[config.mk]
export PLATFORM = sky130hd
export DESIGN_NAME = cic_sequencer
export DESIGN_NICKNAME = d
export VERILOG_FILES = /design/src/rtl/cic_sequencer.sv
export SDC_FILE = /design/constraint.sdc
export NUM_CORES = 1
export LEC_CHECK = 0
export ABC_AREA = 1
export BUFFER_PORTS_ARGS = -buffer_cell sky130_fd_sc_hd__buf_2
export CAP_MARGIN = 40
export CORE_ASPECT_RATIO = 2
export CORE_MARGIN = 2
export CORE_UTILIZATION = 40
export CTS_CLUSTER_DIAMETER = 150
export CTS_CLUSTER_SIZE = 16
export DETAILED_ROUTE_END_ITERATION = 12
export GPL_ROUTABILITY_DRIVEN = 0
export RECOVER_POWER = 25
export SETUP_SLACK_MARGIN = 0.4
export SLEW_MARGIN = 20
export SYNTH_ARGS = -nofsm -noshare
export SYNTH_HDL_FRONTEND = slang
export SYNTH_SLANG_ARGS = --single-unit
[constraint.sdc]
create_clock -name clk -period 8.9 [get_ports clk]
set_input_delay 0.89 -clock clk [delete_from_list [all_inputs] [get_ports clk]]
set_output_delay 0.89 -clock clk [all_outputs]
set_load 0.01 [all_outputs]
[src/rtl/cic_sequencer.sv]
`default_nettype none
// ============================================================================
// Module   : cic_sequencer
// Purpose  : Clear/warm-up/run/drain sequencing and output FIFO for one CIC
//            decimator; owns all flow control around the filter.
// Revision : 1.0 - initial release
// ============================================================================
module cic_sequencer #(
  parameter int BITS    = 32,
  parameter int DEPTH   = 4,
  parameter int CLR_CYC = 2,
  parameter int LAT     = 4
) (
  input  logic            clk,
  input  logic            rst,
  input  logic            start,
  input  logic            stop,
  input  logic [7:0]      discard,
  input  logic [BITS-1:0] s_data,
  input  logic            s_valid,
  output logic            s_ready,
  output logic            cic_clr,
  output logic [BITS-1:0] cic_in,
  output logic            cic_valid,
  input  logic [BITS-1:0] cic_out,
  input  logic            cic_ready,
  output logic [BITS-1:0] m_data,
  output logic            m_valid,
  input  logic            m_ready,
  output logic            busy,
  output logic            overflow,
  output logic [15:0]     out_count
);

  localparam int          c_AW       = (DEPTH > 1) ? $clog2(DEPTH) : 1;
  localparam int          c_CW       = c_AW + 1;
  localparam logic [7:0]  c_CLR_LOAD = 8'(CLR_CYC - 1);
  localparam logic [7:0]  c_LAT_LOAD = 8'(LAT - 1);

  typedef enum logic [2:0] {
    S_IDLE   = 3'd0,
    S_CLEAR  = 3'd1,
    S_WARMUP = 3'd2,
    S_RUN    = 3'd3,
    S_DRAIN  = 3'd4
  } state_t;

  state_t            r_state;
  logic              r_clr;
  logic [7:0]        r_tmr;
  logic [7:0]        r_disc;
  logic              r_ovf;
  logic [15:0]       r_cnt_out;
  logic [BITS-1:0]   r_mem [DEPTH];
  logic [c_AW-1:0]   r_wr_ptr;
  logic [c_AW-1:0]   r_rd_ptr;
  logic [c_CW-1:0]   r_count;

  logic w_full;
  logic w_empty;
  logic w_capture;
  logic w_push_req;
  logic w_pop;
  logic w_push;
  logic w_drop;
  logic w_flush;

  assign w_full     = (r_count == c_CW'(DEPTH));
  assign w_empty    = (r_count == '0);
  // During drain, strobes still belong to the warm-up transient until disc_cnt hits 0.
  assign w_capture  = (r_state == S_RUN) || ((r_state == S_DRAIN) && (r_disc == 8'd0));
  assign w_push_req = cic_ready && w_capture;
  assign w_pop      = m_valid && m_ready;
  assign w_push     = w_push_req && (!w_full || w_pop);
  assign w_drop     = w_push_req && w_full && !w_pop;
  assign w_flush    = (r_state == S_IDLE) && start;

  assign s_ready    = ((r_state == S_WARMUP) || (r_state == S_RUN)) && !w_full;
  assign cic_valid  = s_valid && s_ready;
  assign cic_in     = s_data;
  assign cic_clr    = r_clr;
  assign m_data     = r_mem[r_rd_ptr];
  assign m_valid    = !w_empty;
  assign busy       = (r_state != S_IDLE);
  assign overflow   = r_ovf;
  assign out_count  = r_cnt_out;

  always_ff @(posedge clk) begin
    if (w_push) begin
      r_mem[r_wr_ptr] <= cic_out;
    end
  end

  always_ff @(posedge clk or negedge rst) begin
    if (!rst) begin
      r_state   <= S_IDLE;
      r_clr     <= 1'b1;
      r_tmr     <= '0;
      r_disc    <= '0;
      r_ovf     <= 1'b0;
      r_cnt_out <= '0;
      r_wr_ptr  <= '0;
      r_rd_ptr  <= '0;
      r_count   <= '0;
    end else begin
      if (w_flush) begin
        r_wr_ptr <= '0;
        r_rd_ptr <= '0;
        r_count  <= '0;
      end else begin
        if (w_push) r_wr_ptr <= r_wr_ptr + 1'b1;
        if (w_pop)  r_rd_ptr <= r_rd_ptr + 1'b1;
        case ({w_push, w_pop})
          2'b10:   r_count <= r_count + 1'b1;
          2'b01:   r_count <= r_count - 1'b1;
          default: r_count <= r_count;
        endcase
      end

      if (w_push) r_cnt_out <= r_cnt_out + 16'd1;
      if (w_drop) r_ovf     <= 1'b1;

      case (r_state)
        S_IDLE: begin
          r_clr <= 1'b0;
          if (start) begin
            r_state   <= S_CLEAR;
            r_clr     <= 1'b1;
            r_tmr     <= c_CLR_LOAD;
            r_disc    <= discard;
            r_ovf     <= 1'b0;
            r_cnt_out <= '0;
          end
        end
        S_CLEAR: begin
          if (stop) begin
            r_state <= S_DRAIN;
            r_clr   <= 1'b0;
            r_tmr   <= c_LAT_LOAD;
          end else if (r_tmr == 8'd0) begin
            r_clr   <= 1'b0;
            r_state <= (r_disc != 8'd0) ? S_WARMUP : S_RUN;
          end else begin
            r_tmr <= r_tmr - 8'd1;
          end
        end
        S_WARMUP: begin
          if (cic_ready) begin
            r_disc <= r_disc - 8'd1;
            if (r_disc == 8'd1) r_state <= S_RUN;
          end
          if (stop) begin
            r_state <= S_DRAIN;
            r_tmr   <= c_LAT_LOAD;
          end
        end
        S_RUN: begin
          if (stop) begin
            r_state <= S_DRAIN;
            r_tmr   <= c_LAT_LOAD;
          end
        end
        S_DRAIN: begin
          if (cic_ready && (r_disc != 8'd0)) r_disc <= r_disc - 8'd1;
          if (r_tmr != 8'd0) begin
            r_tmr <= r_tmr - 8'd1;
          end else if (w_empty) begin
            r_state <= S_IDLE;
          end
        end
        default: begin
          r_state <= S_IDLE;
          r_clr   <= 1'b0;
        end
      endcase
    end
  end

endmodule
`default_nettype wire

After elaboration in Yosys (flattened, before gate mapping)
Memories as Yosys holds them, arrays and structs flattened.
Cells that the tools add are included.
{"block": "word_totals", "out_inout_bits": 86, "elab_cells": 111, "mem_count": 1, "reg_bits": 44, "ramBits": 128}
{"name": "r_mem", "words": 4, "word_bits": 32, "read_ports": 1, "rd_clocked_by_memory_dff": 0, "wr": 1, "line_no": "54", "rtl": "logic [BITS-1:0] r_mem [DEPTH];"}
{"block": "op_classes", "n_bitwise": 1, "add_sub_neg": 7, "n_mux": 39, "eq_ne": 20, "n_reduce_logical": 34}
{"cell": "$mux 8", "n": 8}
{"cell": "$mux 16", "n": 3}
{"cell": "$pmux 8 s4", "n": 1}
{"cell": "$mux 3", "n": 10}
{"cell": "$pmux 8 s3", "n": 1}
{"cell": "$add 16x1->16 const B", "n": 1}
{"cell": "$logic_not 8->1", "n": 2}
{"cell": "$reduce_bool 8->1", "n": 2}
{"cell": "$sub 8x1->8 const B", "n": 2}
{"cell": "$pmux 3 s5", "n": 1}
{"cell": "$logic_and 1x1->1", "n": 10}
{"cell": "$ne 2x2->1 const B", "n": 5}
{"cell": "$mux 1", "n": 9}
{"cell": "$ne 3x3->1 const B", "n": 3}
{"cell": "$reduce_bool 3->1", "n": 3}
{"cell": "$eq 8x1->1 const B", "n": 1}
{"cell": "$mux 2", "n": 4}
{"cell": "$reduce_and 7->1", "n": 1}
{"cell": "$eq 3x2->1 const B", "n": 2}
{"cell": "$eq 3x3->1 const B", "n": 2}
{"cell": "$logic_not 3->1", "n": 2}
{"cell": "$ne 2x1->1 const B", "n": 3}
{"cell": "$pmux 3 s2", "n": 1}
{"cell": "$reduce_and 5->1", "n": 1}
{"cell": "other kinds (17)", "n": 23}

Depth between registers and ports, before layout
{"block": "depth", "depth_word": 9, "mapped_depth": 15}

Worst setup path before layout
No wires, ideal clock.
{"block": "synth_timing", "path_type": "input port to flip-flop", "from": "input port m_ready", "to": "memory r_mem[0][0], enable pin", "required_time_ps": 8479, "arrival_ps": 2773, "n_path_buf": 1, "slack_ps": 5706, "stages": 5, "cell_sequence": "nand2_1 -> nand2_1 -> nand3_4 -> buf_4 -> nor2_1"}
{"block": "synth_between", "elab_chain_len": 5}
{"item": "start: declaration", "line_no": "29", "rtl": "input logic m_ready,"}
{"item": "$logic_and 1x1->1", "line_no": "73", "rtl": "assign w_pop = m_valid && m_ready;"}
{"item": "$logic_or 1x1->1", "line_no": "74", "rtl": "assign w_push = w_push_req && (!w_full || w_pop);"}
{"item": "$logic_and 1x1->1", "line_no": "74"}
{"item": "$mux 1", "line_no": "89", "rtl": "if (w_push) begin"}
{"item": "$mux 1 (implied by the code)", "line_no": "90", "rtl": "r_mem[r_wr_ptr] <= cic_out;"}
{"item": "end: declaration", "line_no": "54"}
No other way between the ends.

Worst setup path after layout
{"block": "layout_timing", "from": "register r_rd_ptr[1]", "to": "output port m_data[27]"}
{"block": "layout_between", "elab_chain_len": 1}
{"item": "start: declaration", "line_no": "56", "rtl": "logic [c_AW-1:0] r_rd_ptr;"}
{"item": "start signal: assignment", "line_no": "112", "rtl": "if (w_pop) r_rd_ptr <= r_rd_ptr + 1'b1;"}
{"item": "$mem_v2 4x32"}
{"item": "end: declaration", "line_no": "27", "rtl": "output logic [BITS-1:0] m_data,"}
No other way between the ends.

==> run metrics <==
pre-CTS setup slack=6.18 ns; via count=5,522; CTS Buf Count=17; Reg2Reg Depth=8; Synth Register Bits=~170; initial DRC count=163; reg-to-reg critical path startpoint=r_disc[4]; Hold Crit Depth=2; Worst-Margin Slew=around 0.63 ns; status=completed; Worst Setup End Kind=output pin; Peak Freq=about 330 MHz; worst hold endpoint=cic_clr; setup repair bufs after CTS=0; Final period util=33.8%; TritonCTS clock tree=done; Critical Path AT=between 2 and 2.5 ns; Resize count post-CTS=0; Psw=between 0.0009 and 0.001 W; Seq/Total Area, Yosys=a little over three fifths; HP Start=cic_clr; DR pass1 iterations=6; static leakage=about 3.6 nW; WP buf/inv=5; Root Driver=clkbuf_16; CTS hold repair buffers=0; largest cells by area after synthesis=edfxtp_1 49%, dfrtp_1 14%, o21ai_0 5.5%; Syn Nets=842; PwrDens=slightly below 300 nW/µm²; Slew Viols, Final=0; Final Hold Vio Count=0; crit path cell chain=buf_4, inv_1, buf_8, buf_8, o21ai_0, o22ai_1, buf_2; first-pass GRT wire length=~28,000 µm; vias per inst=about 5.0; critical path's most frequent cell=buf_8; Netlist cell types=40; Detail Route Antenna Nets=0; largest area contributor in the netlist=edfxtp_1; top-count cell post-synth=edfxtp_1; WP depth=7; core area=19,400 µm²; Yosys top cell area share=between 40% and 50%; prevailing post-synth register cell=edfxtp_1; worst reg-to-reg setup slack=6.37 ns; WL/cell=between 15 and 20 µm; drt drc=0; combinational share of power=between 30% and 40%; H-Tree Depth=4; CTS Sinks=around 170; synth warn=0; I/O pins=between 150 and 200; Layout Skew=between 0.008 and 0.009 ns; num rows=72; sequential power share=between 30% and 40%; CP top delay family=buffers and inverters; antenna violations before repair=0; worst setup margin=roughly 5.9 ns; Worst setup SP type=register; Worst slew margin=about three fifths; slowest stage cell, crit path=dfrtp_1; Synth top cells by count=128 x edfxtp_1, 116 x nor2_1, 103 x nand2_1; die area=roughly 21,000 µm²; crit-path max FO=33; worst vdd ir=0.133 mV; Sw Ratio=36.8%; I/O Buffers=100; largest net degree at the start of global routing=66; Detailed Place HPWL=12,100 µm; CP peak stage delay=between 0.3 and 0.4 ns; fin nets=913; clk_lat worst skew=between 0.4 and 0.5 ns; RSZ-0062 raised after global routing=false; reg-to-reg endpoint=r_mem[1][2]; Syn Inst Count=around 750; HP Class=register to register; final wirelength=~18,000 µm; final setup TNS=0 ns; kind of critical path=register to output pin; GRT Total Usage=approximately 18%; minimum clock period=between 3 and 4 ns; Starting Density=around two fifths; grt total ovfl=0; Area Overhead vs Synth=15.4%; proportion of layout cells with a drive suffix above 1=17.3%; share of flip-flops with an asynchronous set or reset=between 20% and 30%; max_cap viols=0; number of global-route vias before repair=5,746; post-synthesis instance area=slightly below 8000 µm²; Cells after DPL=roughly 1.1k; die span in x=103 µm; ant diodes=0; Clock transition at path regs=approximately 0.060 ns; number of synthesized flops with an enable pin=roughly 130; Clk network pwr share=~29%; Worst Setup SP=r_rd_ptr[1]; CP required=roughly 8 ns; clk buf depth=2; Die H=203 µm; Syn Area/Cell=approximately 11 µm²; final std cells w/o fill=roughly 1.1k; Final Setup Violations=0; Int Pwr=approximately 0.0017 W
## logic make-up after synthesis
group	Yosys count	share of synthesized area [%]
XOR/XNOR	14	1.55
AND/OR/NAND/NOR	289	16.1
AO/OA/AOI/OAI	154	10.7
buffers and inverters	112	7.22
adder cells (fa/ha/maj)	11	1.84
flip-flops	172	62.6
## through the flow
| step | util [%] | hold slack, ns | cell area (µm²) | power [W] |
|---|---|---|---|---|
| after floorplan | - | 0.468 | 7910 | 0.00162 |
| after global placement | 43.5 | 0.455 | 8420 | 0.00188 |
| after detailed placement | 44.2 | 0.452 | 8550 | 0.00191 |
| after CTS | 47.3 | 0.468 | 9160 | 0.00269 |
| after global routing | 47.1 | 0.491 | 9130 | 0.00283 |
| final | 47.1 | 0.469 | 9130 | 0.00265 |
## how the worst max path moves through the flow
stage	to	slack [ns]
floorplan	r_mem[0][0]	5.71
global placement	m_data[24]	5.77
detailed placement	r_mem[1][2]	6.18
CTS	m_data[24]	5.81
global route	m_data[0]	5.71
finish	m_data[27]	5.89
## placed cells by master, fill, tap and decap left out, types with 4 or more instances in the layout
| cell type | count |
|---|---|
| inv_2 | 9 |
| nand2_2 | 4 |
| a21oi_1 | 12 |
| nor2_4 | 6 |
| buf_2 | 70 |
| nand4_1 | 9 |
| inv_1 | 44 |
| o21ai_0 | 87 |
| nand2_1 | 103 |
| nor3_1 | 7 |
| nand3_1 | 33 |
| dfrtp_1 | 42 |
| o22ai_1 | 32 |
| o21ai_1 | 12 |
| xor2_1 | 13 |
| a22oi_1 | 4 |
| clkbuf_16 | 17 |
| ha_1 | 10 |
| buf_12 | 4 |
| edfxtp_1 | 128 |
| nor2_1 | 112 |
| clkbuf_1 | 30 |
| nand2_4 | 4 |
## power by group through the flow
| stage | registers (W) | logic [W] | clock network [W] |
|---|---|---|---|
| after CTS | 0.000979 | 0.000921 | 0.000787 |
| final | 0.000979 | 0.000905 | 0.000765 |
| after floorplan | 0.000988 | 0.000631 | 0 |
| after detailed placement | 0.000995 | 0.000918 | 0 |
| after global placement | 0.000994 | 0.000888 | 0 |
| after global routing | 0.000988 | 0.00103 | 0.000816 |
## worst reg2reg max path, delay by kind of cell, from the launching register on
family / cells / cell delay (ns)
buf+inv: 1 / 0.24
flops: 1 / 0.41
simple gates: 7 / 1.55
## area by class of cell
type                       count  area, µm²
inverter                      54        204
timing repair buffer         110        623
tap                          259        324
multi-input combinational    468       2420
clock buffer                  17        425
fill                        1809      10200
sequential                   172       4950
clock inverter                15        184
## sequential cells by signal, summed over array words and instances, names as in the netlist
name       flops
r_tmr          8
r_disc         8
overflow       1
cic_clr        1
out_count     16
r_mem        128
r_rd_ptr       2
r_wr_ptr       2
r_count        3
r_state        3
## layer usage
metal | routed length (µm) | track usage [%] | vias up
met5 | 0 | 0 | -
met4 | 485 | 7.99 | 0
met3 | 673 | 3.99 | 42
met2 | 10000 | 34.1 | 115
met1 | 6450 | 16.4 | 2649
li1 | - | - | 2716
Power figures use the tool's default switching activity.
